==> src/rtl/int_ctrl_pkg.sv <==
// Shared definitions for the int_ctrl interrupt controller: register offsets,
// FSM state encoding and CLAIM read layout.
package int_ctrl_pkg;

  localparam logic [1:0] INT_MASK  = 2'd0;
  localparam logic [1:0] INT_PEND  = 2'd1;
  localparam logic [1:0] INT_MODE  = 2'd2;
  localparam logic [1:0] INT_CLAIM = 2'd3;

  localparam int unsigned CLAIM_VALID_BIT = 31;

  typedef enum logic [1:0] {
    StIdle,
    StAssert,
    StService
  } state_e;

endpackage

==> src/rtl/int_ctrl_src.sv <==
// Per-source front end: optional 2-flop synchronizer (INT_CTRL_SYNC_EN), source
// register, rising-edge detection and the pending bit for edge or level mode.
module int_ctrl_src (
  input  logic clk,
  input  logic reset,
  input  logic src,
  input  logic mode,
  input  logic clr,
  output logic pend
);

  logic src_in;
  logic src_q;
  logic pend_q;

`ifdef INT_CTRL_SYNC_EN
  logic [1:0] sync_q;

  always_ff @(posedge clk) begin
    if (!reset) begin
      sync_q <= '0;
    end else begin
      sync_q <= {sync_q[0], src};
    end
  end

  assign src_in = sync_q[1];
`else
  assign src_in = src;
`endif

  // Level mode mirrors src_q; edge mode lets a new edge win over a clear.
  always_ff @(posedge clk) begin
    if (!reset) begin
      src_q  <= 1'b0;
      pend_q <= 1'b0;
    end else begin
      src_q <= src_in;
      if (!mode) begin
        pend_q <= src_in;
      end else if (src_in && !src_q) begin
        pend_q <= 1'b1;
      end else if (clr) begin
        pend_q <= 1'b0;
      end
    end
  end

  assign pend = pend_q;

endmodule

==> src/rtl/int_ctrl.sv <==
// Programmable interrupt controller top: MASK/PEND/MODE/CLAIM registers, priority
// encoder and claim/complete FSM. INT_CTRL_SYNC_EN adds source synchronizers.
module int_ctrl
  import int_ctrl_pkg::*;
#(
  parameter int unsigned N_SRC = 6,
  parameter int unsigned ID_W  = (N_SRC > 1) ? $clog2(N_SRC) : 1
) (
  input  logic             clk,
  input  logic             reset,
  input  logic [N_SRC-1:0] src,
  input  logic             sel,
  input  logic [1:0]       Addr,
  input  logic             WE,
  input  logic             RE,
  input  logic [31:0]      Din,
  output logic [31:0]      Dout,
  output logic             IRQ,
  output logic [ID_W-1:0]  irq_id
);

  logic [N_SRC-1:0] mask_q;
  logic [N_SRC-1:0] mode_q;
  logic [N_SRC-1:0] pend;
  logic [N_SRC-1:0] active;
  logic [N_SRC-1:0] clr;
  logic [ID_W-1:0]  best;
  logic [ID_W-1:0]  cur_id_q;
  state_e           state_q;
  logic             wr_en;
  logic             rd_en;
  logic             claim;
  logic             eoi;
  logic             w1c;
  logic             unused_din;

  assign unused_din = ^Din;

  // A write in the same cycle as a read suppresses the read side effect.
  assign wr_en = sel & WE;
  assign rd_en = sel & RE & ~WE;
  assign claim = rd_en & (Addr == INT_CLAIM) & (state_q == StAssert);
  assign eoi   = wr_en & (Addr == INT_CLAIM) & (state_q == StService) &
                 (Din[ID_W-1:0] == cur_id_q);
  assign w1c   = wr_en & (Addr == INT_PEND);

  always_comb begin
    clr = '0;
    for (int i = 0; i < int'(N_SRC); i++) begin
      clr[i] = (w1c & Din[i]) | (claim & (cur_id_q == ID_W'(i)));
    end
  end

  for (genvar g = 0; g < int'(N_SRC); g++) begin : g_src
    int_ctrl_src u_src (
      .clk  (clk),
      .reset(reset),
      .src  (src[g]),
      .mode (mode_q[g]),
      .clr  (clr[g]),
      .pend (pend[g])
    );
  end

  assign active = pend & mask_q;

  always_comb begin
    best = '0;
    for (int i = int'(N_SRC) - 1; i >= 0; i--) begin
      if (active[i]) begin
        best = ID_W'(i);
      end
    end
  end

  always_ff @(posedge clk) begin
    if (!reset) begin
      mask_q <= '0;
      mode_q <= '0;
    end else if (wr_en) begin
      if (Addr == INT_MASK) mask_q <= Din[N_SRC-1:0];
      if (Addr == INT_MODE) mode_q <= Din[N_SRC-1:0];
    end
  end

  always_ff @(posedge clk) begin
    if (!reset) begin
      state_q  <= StIdle;
      cur_id_q <= '0;
      IRQ      <= 1'b0;
    end else begin
      case (state_q)
        StIdle: begin
          if (|active) begin
            state_q  <= StAssert;
            cur_id_q <= best;
            IRQ      <= 1'b1;
          end
        end
        StAssert: begin
          if (claim) begin
            state_q <= StService;
            IRQ     <= 1'b0;
          end else if (~|active) begin
            state_q <= StIdle;
            IRQ     <= 1'b0;
          end else begin
            cur_id_q <= best;
          end
        end
        StService: begin
          if (eoi) begin
            state_q <= StIdle;
          end
        end
        default: begin
          state_q <= StIdle;
          IRQ     <= 1'b0;
        end
      endcase
    end
  end

  assign irq_id = cur_id_q;

  always_comb begin
    Dout = '0;
    case (Addr)
      INT_MASK: Dout[N_SRC-1:0] = mask_q;
      INT_PEND: Dout[N_SRC-1:0] = pend;
      INT_MODE: Dout[N_SRC-1:0] = mode_q;
      INT_CLAIM: begin
        if (state_q == StAssert) begin
          Dout[CLAIM_VALID_BIT] = 1'b1;
          Dout[ID_W-1:0]        = cur_id_q;
        end
      end
      default: Dout = '0;
    endcase
  end

endmodule

==> config.mk <==
export PLATFORM = sky130hd
export DESIGN_NAME = int_ctrl
export DESIGN_NICKNAME = d
export VERILOG_FILES = /design/src/rtl/int_ctrl_pkg.sv /design/src/rtl/int_ctrl_src.sv /design/src/rtl/int_ctrl.sv
export SDC_FILE = /design/constraint.sdc
export NUM_CORES = 1
export LEC_CHECK = 0
export BUFFER_PORTS_ARGS = -buffer_cell sky130_fd_sc_hd__buf_2
export CAP_MARGIN = 0
export CORE_MARGIN = 4
export CORE_UTILIZATION = 41
export CTS_CLUSTER_DIAMETER = 150
export DETAILED_ROUTE_END_ITERATION = 12
export PLACE_DENSITY_LB_ADDON = 0.08
export SLEW_MARGIN = 20
export SYNTH_ARGS = -nofsm -noshare
export SYNTH_HDL_FRONTEND = slang
export SYNTH_SLANG_ARGS = --single-unit
==> constraint.sdc <==
create_clock -name clk -period 1.5 [get_ports clk]
set_clock_uncertainty 0.15 [all_clocks]
set_input_delay 0.15 -clock clk [delete_from_list [all_inputs] [get_ports clk]]
set_output_delay 0.15 -clock clk [all_outputs]
set_load 0.005 [all_outputs]
==> metrics.md <==
| Metric | Value |
|---|---|
| Synthesis-stage register bit count | `30` |
| Starting density of the core | `0.422` |
| First-pass GRT wire length | `7640 um` |
| Status | `finished, violations left` |
| Reg-to-Reg Start | `state_q[1]$_SDFFE_PN0P_` |
| Area of placed instances | `1990 sq um` |
| Pwr/cell area | `a little under 800 nW/um^2` |
| Worst reg2reg setup slack | `0.05 ns` |
| CTS Root Cell | `clkbuf_8` |
| Share of cells above drive strength 1 | `0.381` |
| DRC violations left | `0` |
| Synth async-reset ratio | `0` |
| Post-synthesis instance area | `1690 sq um` |
| Design Power | `1790 uW` |
| Sequential area share after synthesis | `0.356` |
| Failing checks | `setup timing` |
| Design Area, Final | `roughly 2300 sq um` |
| Hold wc startpoint | `reset` |
| Leak | `0.00108 uW` |
| Final period utilization | `1.02` |
| All-Layer GR Usage | `0.189` |
| Cell family with most CP delay | `flip-flops` |
| Syn Area/Cell | `8.48 sq um` |
| Min cycle time layout | `1.53 ns` |
| WL final | `4680 um` |
| Drt first pass iters | `4` |
| Vias in the first global route | `1545` |
| Combined area of the multi-input logic cells | `~1000 sq um` |
| Vias | `1586` |
| Htree depth | `2` |
| Crit path buf inv count | `2` |
| Synth cell types | `37` |
| Hold Fails Final Rpt | `0` |
| Slowest-stage cell, CP | `dfxtp_2` |
| Setup CP Type | `reg -> out` |
| CP max FO | `5` |
| Post-synth EDFFs | `0` |
| RSZ-0062 raised after global routing | `yes` |
| Synth Warn # | `0` |
| Largest net degree at the start of global routing | `17` |
| Worst hold stages | `3` |
| Layout area overhead | `34.6%` |
| F_max | `652 MHz` |
| ANT cells | `0` |
| Post-DP HPWL | `3430 um` |
| Nets@finish | `309` |
| Post-DRT Antenna Nets | `0` |
| Antenna violations before repair | `0` |
| Core area | `4000 sq um` |
| Cts bufs inserted | `5` |
| FF-to-FF End | `g_src[2].u_src.pend$_SDFFE_PN0P_` |
| Critical Path RT | `around 1.2 ns` |
| CP arrival | `around 1.2 ns` |
| Routed vias/inst | `5.03` |
| Die ar. | `about 5200 sq um` |
| Startpoint types | `register` |
| IO Pins | `81` |
| CTS tree | `done` |
| Die Wd | `72.1 um` |
| 1st-iter DRT viols | `128` |
| # fillers | `360` |
| Post-placement setup slack | `-0.0250 ns` |
| Endpoint class of the critical path | `output pin` |
| GR Overflow Total | `0` |
| Worst Setup Slack, final | `-0.0344 ns` |
| Worst Hold Path EP | `state_q[0]$_SDFFE_PN0P_` |
| Layout Cells excl Fill | `315` |
| Final setup violation count | `3` |
| Worst skew pair latency | `0.28 ns` |
| Final Util | `0.567` |
| CTS max path bufs | `2` |
| # rows | `23` |
| Hold Path Class | `in -> reg` |
| Wirelength per Cell | `14.9 um` |
| Post-Synthesis Cells | `around 200` |
| Clk sinks | `30` |
| Port Buffers | `29` |
| Max_cap viols | `0` |
| Post-Place Cells | `~300` |
| Critical path's largest stage delay | `0.32 ns` |
| Register area | `613 sq um` |
| Clock slew at reported path FFs | `0.07 ns` |
| Post-synth top flop | `dfxtp_1` |
| Crit-path cells | `nand4b_4 > inv_4 > nand2_2 > a21oi_2 > buf_2` |
| Most frequent cells in the layout | `buf_2, conb_1, buf_4` |
| Worst IR Drop VDD | `0.659 mV` |
| DIE HEIGHT | `about 72 um` |
| Final GP Congestion | `0.795` |
| R2R depth | `5` |
| Commonest non-fill, non-tap cell in the layout | `buf_2` |
| Pins Over Slew Limit | `0` |
-- sequential cells by signal, summed over array words and instances, names as in the netlist --
register / count
g_src.u_src.pend: 6
g_src.u_src.src_q: 6
mask_q: 6
mode_q: 6
irq_id: 3
state_q: 2
IRQ: 1
-- synthesized netlist by cell type (2+ instances only) --
cell type | instances | area share
o21ai_0 | 10 | 0.030
nand4_1 | 4 | 0.015
nor2_1 | 17 | 0.038
dfxtp_1 | 30 | 0.36
nand3_1 | 9 | 0.027
inv_1 | 5 | 0.011
buf_2 | 6 | 0.018
nor3_1 | 4 | 0.012
mux2i_1 | 18 | 0.11
buf_4 | 26 | 0.12
clkbuf_1 | 2 | 0.0045
and2_1 | 6 | 0.022
inv_2 | 2 | 0.0045
or3_1 | 2 | 0.0074
a22o_2 | 2 | 0.012
nand3b_1 | 3 | 0.013
xor2_1 | 3 | 0.016
nand2_1 | 19 | 0.042
a21oi_1 | 8 | 0.024
a22o_1 | 6 | 0.031
-- report_power, final --
| group | internal, uW | switching (uW) |
|---|---|---|
| logic | 126 | 137 |
| clock network | 370 | 314 |
| registers | 826 | 16.4 |
| total | 1320 | 468 |
-- how the worst max path moves through the flow --
stage	endpoint	startpoint	slack, ns	depth (start not counted)
after floorplan	irq_id[0]$_SDFFE_PN0P_	g_src[3].u_src.pend$_SDFFE_PN0P_	0.05	5
after CTS	Dout[2]	state_q[1]$_SDFFE_PN0P_	-0.05	5
after global placement	irq_id[1]$_SDFFE_PN0P_	g_src[3].u_src.pend$_SDFFE_PN0P_	0.01	4
after detailed placement	irq_id[1]$_SDFFE_PN0P_	g_src[3].u_src.pend$_SDFFE_PN0P_	-0.02	4
after global routing	Dout[2]	state_q[1]$_SDFFE_PN0P_	-0.09	5
final	Dout[2]	state_q[1]$_SDFFE_PN0P_	-0.03	5
-- timing repair --
item | CTS | global route
hold endpoints to repair | 11 | 0
pin swaps | 4 | 11
cloned | 0 | 0
hold buffers | 9 | 0
buffers inserted | 0 | 3
endpoints found under the setup margin | 7 | 9
resized for setup | 21 | 18
-- through the flow --
stage	setup TNS, ns	hold WS (ns)
final	-0.0548	0.0318
after global routing	-0.245	0.0438
after CTS	-0.111	0.0188
after detailed placement	-0.0440	0.237
after global placement	0	0.227
after floorplan	0	0.144
-- routing by layer --
| metal | track usage | part of all wire | vias up | wire length, um |
|---|---|---|---|---|
| met5 | 0 | 0 | - | 0 |
| met4 | 0.0689 | 0.011 | 0 | 52 |
| met3 | 0.0346 | 0.062 | 6 | 292 |
| met2 | 0.320 | 0.50 | 59 | 2350 |
| met1 | 0.239 | 0.42 | 745 | 1990 |
| li1 | - | - | 776 | - |
-- layout make-up --
cell class / instances / area share
flip-flops and latches: 30 / 0.270
multi-input cells: 152 / 0.429
repair buffers: 68 / 0.219
clock buffers: 7 / 0.0380
well taps: 50 / 0.0276
inverters: 7 / 0.0138
clock inverters: 1 / 0.00221
-- tightest hold or removal path, delay by kind of cell --
family	cells	cell delay, ns
buf+inv	2	0.17
simple gates	1	0.10
-- cells by family (layout without fill, tap and decap cells) --
logic type,after synthesis,count (layout),synth area share
other,1,25,0.00222
muxes,18,18,0.107
AOI/OAI and AO/OA,34,34,0.142
DFF,30,30,0.356
xor gates and xnor gates,3,3,0.0156
buffers and inverters,41,83,0.154
and+or+nand+nor,72,72,0.224
No activity file was read; power rests on OpenSTA's default activity.
